===== config.mk =====
export PLATFORM = sky130hd
export DESIGN_NAME = sys_ctrl_cmd_responder
export DESIGN_NICKNAME = d
export VERILOG_FILES = /design/src/rtl/sys_ctrl_pkg.sv /design/src/rtl/sys_ctrl_cmd_responder.sv
export SDC_FILE = /design/constraint.sdc
export NUM_CORES = 1
export LEC_CHECK = 0
export CORE_MARGIN = 1.5
export CORE_UTILIZATION = 47
export CTS_BUF_LIST = sky130_fd_sc_hd__clkbuf_4 sky130_fd_sc_hd__clkbuf_8
export CTS_CLUSTER_DIAMETER = 80
export DETAILED_ROUTE_END_ITERATION = 12
export PLACE_DENSITY = 0.78
export SYNTH_ARGS = -nofsm -noshare
export SYNTH_HDL_FRONTEND = slang
export SYNTH_SLANG_ARGS = --single-unit

===== constraint.sdc =====
create_clock -name CLK -period 1.6 [get_ports CLK]
set_input_delay 0.24 -clock CLK [delete_from_list [all_inputs] [get_ports CLK]]
set_output_delay 0.24 -clock CLK [all_outputs]
set_load 0.05 [all_outputs]

===== src/rtl/sys_ctrl_pkg.sv =====
// Shared opcodes, operand addresses and FSM states for the host command responder.
package sys_ctrl_pkg;

    localparam logic [7:0] CMD_RF_WR   = 8'hAA;
    localparam logic [7:0] CMD_RF_RD   = 8'hBB;
    localparam logic [7:0] CMD_ALU_OP  = 8'hCC;
    localparam logic [7:0] CMD_ALU_NOP = 8'hDD;

    localparam int OPA_ADDR = 0;
    localparam int OPB_ADDR = 1;

    typedef enum logic [3:0] {
        IDLE,
        WR_ADDR,
        WR_DATA,
        RD_ADDR,
        RD_WAIT,
        OP_A,
        OP_B,
        ALU_FUNC,
        ALU_WAIT,
        TX_LO,
        TX_HI
    } state_t;

endpackage


===== src/rtl/sys_ctrl_cmd_responder.sv =====
// Parses host command bytes, strobes the regfile/ALU and returns read data or ALU results
// as TX bytes. All outputs come straight from flops.
module sys_ctrl_cmd_responder
    import sys_ctrl_pkg::*;
#(
    parameter int DATA_WIDTH    = 8,
    parameter int ADDR_SIZE     = 4,
    parameter int FUNC_WIDTH    = 4,
    parameter int ALU_OUT_WIDTH = 16,
    parameter int WAIT_TIMEOUT  = 255
) (
    input  logic                     CLK,
    input  logic                     RST,
    input  logic [DATA_WIDTH-1:0]    RX_P_DATA,
    input  logic                     RX_D_VLD,
    output logic                     RF_WrEn,
    output logic                     RF_RdEn,
    output logic [ADDR_SIZE-1:0]     RF_Address,
    output logic [DATA_WIDTH-1:0]    RF_WrData,
    input  logic [DATA_WIDTH-1:0]    RF_RdData,
    input  logic                     RF_RdData_VLD,
    output logic                     ALU_EN,
    output logic [FUNC_WIDTH-1:0]    ALU_FUN,
    input  logic [ALU_OUT_WIDTH-1:0] ALU_OUT,
    input  logic                     ALU_OUT_VLD,
    output logic                     CLK_GATE_EN,
    output logic [DATA_WIDTH-1:0]    TX_P_DATA,
    output logic                     TX_D_VLD,
    input  logic                     TX_BUSY,
    output logic                     CMD_ERR
);

    localparam int TMR_W = $clog2(WAIT_TIMEOUT + 1);

    state_t                   state_reg;
    logic [ADDR_SIZE-1:0]     wr_addr_reg;
    logic [TMR_W-1:0]         timer_reg;
    logic [ALU_OUT_WIDTH-1:0] result_reg;
    logic                     two_byte_reg;
    logic                     timeout;

    // Timer restarts at 0 on wait entry, so this fires after WAIT_TIMEOUT wait cycles.
    assign timeout = (timer_reg == TMR_W'(WAIT_TIMEOUT - 1));

    always_ff @(posedge CLK) begin
        if (!RST) begin
            state_reg    <= IDLE;
            wr_addr_reg  <= '0;
            timer_reg    <= '0;
            result_reg   <= '0;
            two_byte_reg <= 1'b0;
            RF_WrEn      <= 1'b0;
            RF_RdEn      <= 1'b0;
            RF_Address   <= '0;
            RF_WrData    <= '0;
            ALU_EN       <= 1'b0;
            ALU_FUN      <= '0;
            CLK_GATE_EN  <= 1'b0;
            TX_P_DATA    <= '0;
            TX_D_VLD     <= 1'b0;
            CMD_ERR      <= 1'b0;
        end else begin
            RF_WrEn  <= 1'b0;
            RF_RdEn  <= 1'b0;
            ALU_EN   <= 1'b0;
            TX_D_VLD <= 1'b0;
            CMD_ERR  <= 1'b0;

            if (state_reg == RD_WAIT || state_reg == ALU_WAIT) begin
                timer_reg <= timer_reg + 1'b1;
            end

            case (state_reg)
                IDLE: begin
                    if (RX_D_VLD) begin
                        case (RX_P_DATA)
                            DATA_WIDTH'(CMD_RF_WR):   state_reg <= WR_ADDR;
                            DATA_WIDTH'(CMD_RF_RD):   state_reg <= RD_ADDR;
                            DATA_WIDTH'(CMD_ALU_OP):  state_reg <= OP_A;
                            DATA_WIDTH'(CMD_ALU_NOP): begin
                                state_reg   <= ALU_FUNC;
                                CLK_GATE_EN <= 1'b1;
                            end
                            default:                  CMD_ERR <= 1'b1;
                        endcase
                    end
                end
                WR_ADDR: begin
                    if (RX_D_VLD) begin
                        wr_addr_reg <= RX_P_DATA[ADDR_SIZE-1:0];
                        state_reg   <= WR_DATA;
                    end
                end
                WR_DATA: begin
                    if (RX_D_VLD) begin
                        RF_WrEn    <= 1'b1;
                        RF_Address <= wr_addr_reg;
                        RF_WrData  <= RX_P_DATA;
                        state_reg  <= IDLE;
                    end
                end
                RD_ADDR: begin
                    if (RX_D_VLD) begin
                        RF_RdEn    <= 1'b1;
                        RF_Address <= RX_P_DATA[ADDR_SIZE-1:0];
                        timer_reg  <= '0;
                        state_reg  <= RD_WAIT;
                    end
                end
                RD_WAIT: begin
                    if (RF_RdData_VLD) begin
                        result_reg   <= ALU_OUT_WIDTH'(RF_RdData);
                        two_byte_reg <= 1'b0;
                        state_reg    <= TX_LO;
                    end else if (timeout) begin
                        CMD_ERR   <= 1'b1;
                        state_reg <= IDLE;
                    end
                    if (RX_D_VLD) CMD_ERR <= 1'b1;
                end
                OP_A: begin
                    if (RX_D_VLD) begin
                        RF_WrEn    <= 1'b1;
                        RF_Address <= ADDR_SIZE'(OPA_ADDR);
                        RF_WrData  <= RX_P_DATA;
                        state_reg  <= OP_B;
                    end
                end
                OP_B: begin
                    if (RX_D_VLD) begin
                        RF_WrEn     <= 1'b1;
                        RF_Address  <= ADDR_SIZE'(OPB_ADDR);
                        RF_WrData   <= RX_P_DATA;
                        CLK_GATE_EN <= 1'b1;
                        state_reg   <= ALU_FUNC;
                    end
                end
                ALU_FUNC: begin
                    if (RX_D_VLD) begin
                        ALU_FUN   <= RX_P_DATA[FUNC_WIDTH-1:0];
                        ALU_EN    <= 1'b1;
                        timer_reg <= '0;
                        state_reg <= ALU_WAIT;
                    end
                end
                ALU_WAIT: begin
                    if (ALU_OUT_VLD) begin
                        result_reg   <= ALU_OUT;
                        two_byte_reg <= 1'b1;
                        CLK_GATE_EN  <= 1'b0;
                        state_reg    <= TX_LO;
                    end else if (timeout) begin
                        CMD_ERR     <= 1'b1;
                        CLK_GATE_EN <= 1'b0;
                        state_reg   <= IDLE;
                    end
                    if (RX_D_VLD) CMD_ERR <= 1'b1;
                end
                TX_LO: begin
                    if (!TX_BUSY) begin
                        TX_D_VLD  <= 1'b1;
                        TX_P_DATA <= result_reg[DATA_WIDTH-1:0];
                        state_reg <= two_byte_reg ? TX_HI : IDLE;
                    end
                    if (RX_D_VLD) CMD_ERR <= 1'b1;
                end
                TX_HI: begin
                    if (!TX_BUSY) begin
                        TX_D_VLD  <= 1'b1;
                        TX_P_DATA <= result_reg[DATA_WIDTH +: DATA_WIDTH];
                        state_reg <= IDLE;
                    end
                    if (RX_D_VLD) CMD_ERR <= 1'b1;
                end
                default: state_reg <= IDLE;
            endcase
        end
    end

endmodule


-- Yosys cells after proc, flatten, opt, wreduce, memory -nomap -nowiden
Cells that the tools add are included.
- register bits after elaboration: 63
- input port bits: 38
- output and inout bits: 30
- word-level logic and storage cells: 114
- $add $sub $neg: 1
- equality and inequality tests: 29
- muxes and demuxes: 47
- reductions and logical operators: 22
- operators by type and width (operator ; number):
    $mux 4 ; 16
    $pmux 4 s11 ; 1
    $eq 8x8->1 const B ; 5
    $mux 8 ; 5
    $mux 16 ; 2
    $pmux 16 s2 ; 1
    $pmux 4 s4 ; 2
    $ne 2x2->1 const B ; 11
    $eq 4x3->1 const B ; 4
    $mux 1 ; 16
    $pmux 8 s2 ; 1
    $reduce_and 2->1 ; 7
    $eq 4x4->1 const B ; 3
    $reduce_and 10->1 ; 1
    $reduce_and 5->1 ; 2
    $add 8x1->8 const B ; 1
    $eq 4x2->1 const B ; 2
    $reduce_and 3->1 ; 2
    $ne 5x1->1 const B ; 1
    $eq 4x1->1 const B ; 1
    $logic_not 4->1 ; 1
    $pmux 1 s4 ; 1
    $reduce_bool 2->1 ; 2
    $reduce_bool 4->1 ; 1
    9 further kinds ; 10

-- Logic depth before layout (Yosys ltp)
Gate-level depths: netlist of run 1.
- depth after elaboration: 5
- depth in mapped cells: 8

-- Least setup slack after synthesis of run 1
Ideal clock, no wire load.
- path type: reg-to-reg
- start: register state_reg[0]
- end: register state_reg[0]
- arrival: 1.437 ns
- data required time: 1.456 ns
- slack: 0.019 ns
- stages on the path, launching flop included: 6
- period minus slack after synthesis: 1.581 ns
- cells stage by stage: dfxtp_1 buf_6 or4_4 o2111ai_2 o21bai_1 a21oi_1
- word-level cells in the longest chain between the ends: 3
- elaborated cells on any way between the ends: 26
- those cells by class: eq/ne (20); mux (4); reduce/logical (2)
- RTL lines (element ; line ; source):
    start, declared ; sys_ctrl_cmd_responder.sv:35 ; state_t state_reg;
    start signal, assigned ; sys_ctrl_cmd_responder.sv:163 ; state_reg <= two_byte_reg ? TX_HI : IDLE;
    $logic_not 4->1 (tied with other cells) ; sys_ctrl_cmd_responder.sv:73 ; case (state_reg)
    $ne 5x1->1 (no line) (tied with other cells) ; -- ;
    $reduce_and 10->1 (no line) or $pmux 4 s11 (tied branches) ; -- ;
Several ways; a longest one is shown, not always the timed one.
A chain may end at the register's enable or synchronous reset.

-- Worst setup path after layout of run 1
- start: register state_reg[1]
- end: register state_reg[0]
- word-level cells in the longest chain between the ends: 3
- elaborated cells on any way between the ends: 23
- those cells by class: eq/ne (20); mux (1); reduce/logical (2)
- RTL lines (element ; line):
    $logic_not 4->1 (tied with other cells) ; sys_ctrl_cmd_responder.sv:73
    $ne 5x1->1 (no line) or $ne 2x2->1 (tied branches) ; --
    $reduce_and 10->1 (no line) ; --
Several ways; a longest one is shown, not always the timed one.

==> reports/results.ini, run 1 <==
[global_route]
grtUsageTotal_pct=23.7
grt_pass1_wl_mm=13.4
grt_max_degree=26
grt_pass1_vias=2794
grt_antenna_before_repair=0
grt.overflow.total=0

[synth]
synth_top_family_by_area=compound AO/OA/AOI/OAI gates
ys_ff_latch=63
synth-compound-area-share_pct=20.3
seq_area_frac_synth_pct=40.6
syn-num-nets=362
synth_simple_gate_area_share_pct=19.4
ys.flop_type=dfxtp_1
netlist_instances=322
ys_warn_count=0
synth.avg_cell_area_um2=9.64
synthXorXnorAreaFrac_pct=2.78
yosys.cell_types.count=63
synthMuxAreaShare_pct=11.0
ys_async_sr_fraction_pct=0
syn-cell-area_um2=3110
synthAdderAreaFrac_pct=0.806
synth_edf_count=0

[timing]
fin_worst_skew_ps=6.35
worst_hold_slack_ps=225
fin_crit_sh_pct=105
drv_slew=0
rsz0062_at_grt=yes
setup_ws_ps=-73.9
setup_viol=2
fin_crit_ps=1670
worstMarginPinSlew_ps=380
fmax_ghz=0.597
relSlewSlack_pct=74.5
hold_viol=0

[route]
drt-initial-drc-count=151
routed_wl_mm=8.27
met2_length_mm=4.04
wire_per_inst_um=15.8
dr.pass1.iters=5
drc_errors=0
wirelength_met1_mm=3.74
top_layer=met4
dr_total_vias=2842
met3_length_um=363
drtAntennaViolNets=0
drt-vias-per-instance=5.41

[critical_path]
critPathMaxFanout=7
crit-reg2reg-capture=state_reg[0]
rr_startpoint=state_reg[1]
cp_data_arrival_time_ps=1880
reg2reg_depth=5
path_class=flop to flop
startpoint_type=flop
r2r_slack_ps=-70
cp-end-kind=flop
crit_required_ps=1810

[floorplan]
die-width_um=84.3
row_count=29
io-pin-count=68
dieHeight_um=84.3
placeableCoreArea_um2=6350
start_util_pct=48.9
die_area_um2=7100

[outcome]
violations=setup timing
outcome=finished with violations

[final_layout]
largest_register_ffs=16
syn_to_final_growth_pct=46.4
drive_gt1_share_pct=35.9
antenna_cells=0
final_nets=483
fillers=457
utilization_pct=71.6

[power]
leakagePower_uw=0.00173
p_per_area_nw_per_um2=1000
vdd_drop_max_uv=654

[clock_tree]
cts_inserted_buffers=9
ctsHoldBuffers=0
clk_pin_slew_ps=70
h-tree-depth=3
clock-sinks=63
clockBufferDepth=2
cts_tree=built
worstSkewPairLatency_ps=340
cts-root-buf=clkbuf_8

[placement]
dp_hpwl_mm=5.89
gp_congestion=0.888
port_buffers=67

[hold_path]
worstHoldPathType=input port to flop
min_to=RF_WrData[5]
hold_start=RX_P_DATA[5]
worstHoldPathCells=3

[job]
cap_violations=0

layer usage:
| layer | vias to the layer above | track usage (%) |
|---|---|---|
| met5 | - | 0 |
| met4 | 0 | 9.39 |
| met3 | 13 | 5.21 |
| met2 | 63 | 38.8 |
| met1 | 1357 | 30.5 |
| li1 | 1409 | - |
report_power, final:
group | internal, µW | switching [µW] | total, µW | leakage, µW
combinational | 705 | 718 | 1420 | 0.00111
sequential | 1670 | 89.2 | 1760 | 0.000512
clock | 789 | 595 | 1380 | 0.000107
cell usage in the layout, fill, tap and decap left out, types with 5 or more instances in the layout:
master           instances
buf_12                   5
a211oi_1                 9
dfxtp_1                 56
nor2_1                  59
nand3_1                  5
mux2i_1                 33
clkbuf_8                10
buf_4                   84
clkdlybuf4s50_1         31
a22oi_1                 11
a211oi_2                10
a21oi_1                 10
buf_6                    5
nand2_1                  9
cells by family after synthesis:
group | Yosys count
xor+xnor | 9
buf+inv | 26
mux | 34
simple gates | 114
fa+ha+maj | 2
flops | 63
compound gates | 74
cell type report:
type	count	area, µm²	share of cell area [%]
repair buffers	131	1160	25.5
inverters	5	18.8	0.413
well taps	77	96.3	2.12
clock inverters	4	45.0	0.991
clock buffers	12	153	3.36
multi-input cells	233	1790	39.5
flip-flops and latches	63	1280	28.1
stage by stage:
stage | setup WS, ps | cells | total power [µW] | TNS [ps] | area [µm²]
global route | -126 | 525 | 4760 | -462 | 4550
finish | -73.9 | 525 | 4560 | -89.8 | 4550
global placement | -314 | 501 | 2970 | -3490 | 4130
floorplan | 19.1 | 322 | 2520 | 0 | 3110
detailed placement | -397 | 501 | 3010 | -4090 | 4130
CTS | 0.518 | 518 | 4420 | 0 | 4390
worst max path at each step:
stage	endpoint	depth (start not counted)	slack, ps	from
3_5_place_dp	state_reg[2]	6	-400	RX_P_DATA[2]
4_1_cts	state_reg[0]	7	0.5	RX_P_DATA[5]
3_3_place_gp	state_reg[2]	6	-310	RX_P_DATA[2]
2_1_floorplan	state_reg[0]	5	20	state_reg[0]
6_report	state_reg[0]	5	-70	state_reg[1]
5_1_grt	state_reg[0]	5	-130	state_reg[1]
Yosys cell counts, types with 3 or more instances:
| master | count | area (µm²) |
|---|---|---|
| a211oi_1 | 10 | 75.1 |
| a211oi_2 | 9 | 113 |
| a21o_1 | 3 | 22.5 |
| a21oi_1 | 13 | 65.1 |
| a22oi_1 | 11 | 82.6 |
| buf_2 | 6 | 30.0 |
| buf_4 | 3 | 22.5 |
| buf_6 | 6 | 67.6 |
| clkbuf_1 | 6 | 22.5 |
| dfxtp_1 | 63 | 1260 |
| inv_1 | 4 | 15.0 |
| mux2i_1 | 34 | 340 |
| nand2_1 | 10 | 37.5 |
| nand2b_1 | 5 | 31.3 |
| nand3_1 | 5 | 25.0 |
| nand4_1 | 4 | 25.0 |
| nor2_1 | 60 | 225 |
| o21ai_0 | 3 | 15.0 |
| o21bai_1 | 3 | 22.5 |
| o2bb2ai_1 | 3 | 26.3 |
| xnor2_1 | 4 | 35.0 |
| xor2_1 | 4 | 35.0 |
repair_timing:
action / in CTS / in global routing
pin swaps: 6 / 12
setup buffers: 1 / 7
setup endpoints to repair: 18 / 39
cloned: 0 / 0
resized for setup: 13 / 29
critical path, stage by stage (launching register included):
cell and delay, ps:
dfxtp_4 370, or4_4 580, o2111ai_4 250, buf_6 130, o21bai_1 110, a21oi_1 110
(Power assumes the default switching activity.)
==> run 2, diff against run 1 <==
--- a/config.mk
+++ b/config.mk
@@ -10,7 +10,7 @@
 export CTS_BUF_LIST = sky130_fd_sc_hd__clkbuf_4 sky130_fd_sc_hd__clkbuf_8
 export CTS_CLUSTER_DIAMETER = 80
 export DETAILED_ROUTE_END_ITERATION = 12
-export PLACE_DENSITY = 0.78
+export PLACE_DENSITY = 0.81
 export SYNTH_ARGS = -nofsm -noshare
 export SYNTH_HDL_FRONTEND = slang
 export SYNTH_SLANG_ARGS = --single-unit
==> run 2 against run 1 <==
The run still ends with setup timing left. Sequential power is essentially flat. Cell area shrank 1.7%. Cell count shrank 1.9%. Combinational power shrank 8%. Via count shrank 0.42%. Die area is the same. Critical endpoint is now CMD_ERR. Largest cell class unchanged. Largest power group unchanged.
==> reports/results.ini, run 2 (same netlist as run 1, synthesis figures left out) <==
[timing]
tns_ps=-73.4
setup_viol=3
rsz0062_at_grt=yes
relSlewSlack_pct=76.9
setup_ws_ps=-43.7
fin_worst_skew_ps=9.98
fmax_ghz=0.608
drv_slew=0
worstMarginPinSlew_ps=343
fin_crit_sh_pct=103
fin_crit_ps=1640
hold_viol=0

[route]
drtAntennaViolNets=0
routed_wl_mm=8.14
drc_errors=0
dr_total_vias=2830
drt-vias-per-instance=5.50
dr.pass1.iters=4
wire_per_inst_um=15.8
drt-initial-drc-count=292

[global_route]
grt.overflow.total=0
grt_max_degree=27
grt_pass1_wl_mm=12.5
grt_antenna_before_repair=0
grt_pass1_vias=2694
grtUsageTotal_pct=21.8

[clock_tree]
worstSkewPairLatency_ps=340
cts_tree=built
ctsHoldBuffers=0
clock-sinks=63
cts_inserted_buffers=9
cts-root-buf=clkbuf_8
clk_pin_slew_ps=70
clockBufferDepth=2
h-tree-depth=3

[outcome]
outcome=finished with violations
violations=setup timing

[floorplan]
start_util_pct=48.9
io-pin-count=68
die_area_um2=7100
dieHeight_um=84.3
placeableCoreArea_um2=6350
die-width_um=84.3
row_count=29

[critical_path]
crit_path_cell_trace=nand2b_1 -> buf_4 -> nor3_2 -> a21oi_1 -> o21bai_1 -> nor3b_1
cp_slowest_cell=dfxtp_2
cp_data_arrival_time_ps=1880
cp-end-kind=flop
max_stage_delay_ps=350
cp_top_family=simple AND/OR/NAND/NOR gates
path_class=flop to flop
critPathMaxFanout=7
startpoint_type=flop
crit_required_ps=1840
crit_buf_inv=1

[job]
cap_violations=0

[hold_path]
worstHoldPathType=input port to flop

[final_layout]
stdcell_area_um2=4470
fillers=461
syn_to_final_growth_pct=43.8
antenna_cells=0
largest_register_ffs=16
final_nets=473
layout_commonest_cell=buf_4
most-common-layout-cells=buf_4 (73), nor2_1 (59), dfxtp_1 (57)
drive_gt1_share_pct=34.2

[placement]
port_buffers=67
dpl-instance-area_um2=4100
gp_congestion=0.866
dp_slack_ps=-386
dp_hpwl_mm=5.64

[power]
total_power_uw=4440
p_per_area_nw_per_um2=995
vdd_drop_max_uv=750
leakagePower_uw=0.00170

## run 2: cell count changes in the layout (fill, tap and decap cells not counted), sizes merged
cell	change
dlygate4sd2	-3
clkdlybuf4s50	+1
dlymetal6s2s	+2
buf	-10
## run 2: layer usage
| metal | vias up | wire length [µm] | global-route usage, % |
|---|---|---|---|
| met2 | 79 | 4040 | 35.3 |
| li1 | 1383 | - | - |
| met3 | 16 | 380 | 4.42 |
| met1 | 1352 | 3580 | 28.3 |
| met5 | - | 0 | 0 |
| met4 | 0 | 141 | 9.39 |
## run 2: final timing paths
kind | startpoint | to | slack (ps) | cells after the start
max | state_reg[3] | CMD_ERR | -40 | 6
min reg2reg | RF_Address[0] | RF_Address[0] | 470 | 2
max reg2reg | state_reg[3] | CMD_ERR | -40 | 6
min | RX_P_DATA[5] | RF_WrData[5] | 220 | 3
## run 2: final cells by class
cell class,instances,area (µm²),area share [%]
Timing Repair Buffer,121,1110,24.8
Clock inverter,4,45.0,1.01
Tap cell,77,96.3,2.16
Multi-Input combinational cell,233,1770,39.7
Clock buffer,12,153,3.42
Inverter,5,18.8,0.420
Sequential cell,63,1270,28.5
## run 2: report_power, final
| group | total [µW] | switching, µW | internal (µW) |
|---|---|---|---|
| Clock | 1390 | 602 | 789 |
| Sequential | 1750 | 87.0 | 1670 |
| Combinational | 1300 | 680 | 619 |
| Total | 4440 | 1370 | 3070 |
## run 2: timing repair
item,4_1_cts,5_1_grt
resized for setup,6,27
gates cloned,0,1
buffers inserted,0,4
pin swaps,2,11
endpoints found under the setup margin,20,46
## run 2: through the flow
step	instances	util [%]	hold WS, ps
finish	515	70.3	220
global route	515	70.3	233
CTS	510	67.8	464
detailed placement	494	64.5	455
global placement	494	64.5	455
floorplan	322	-	362
## run 2: worst min-delay path, stage by stage
cell and delay [ps]:
dlymetal6s2s_1 120, mux2i_1 90, nor2_1 80
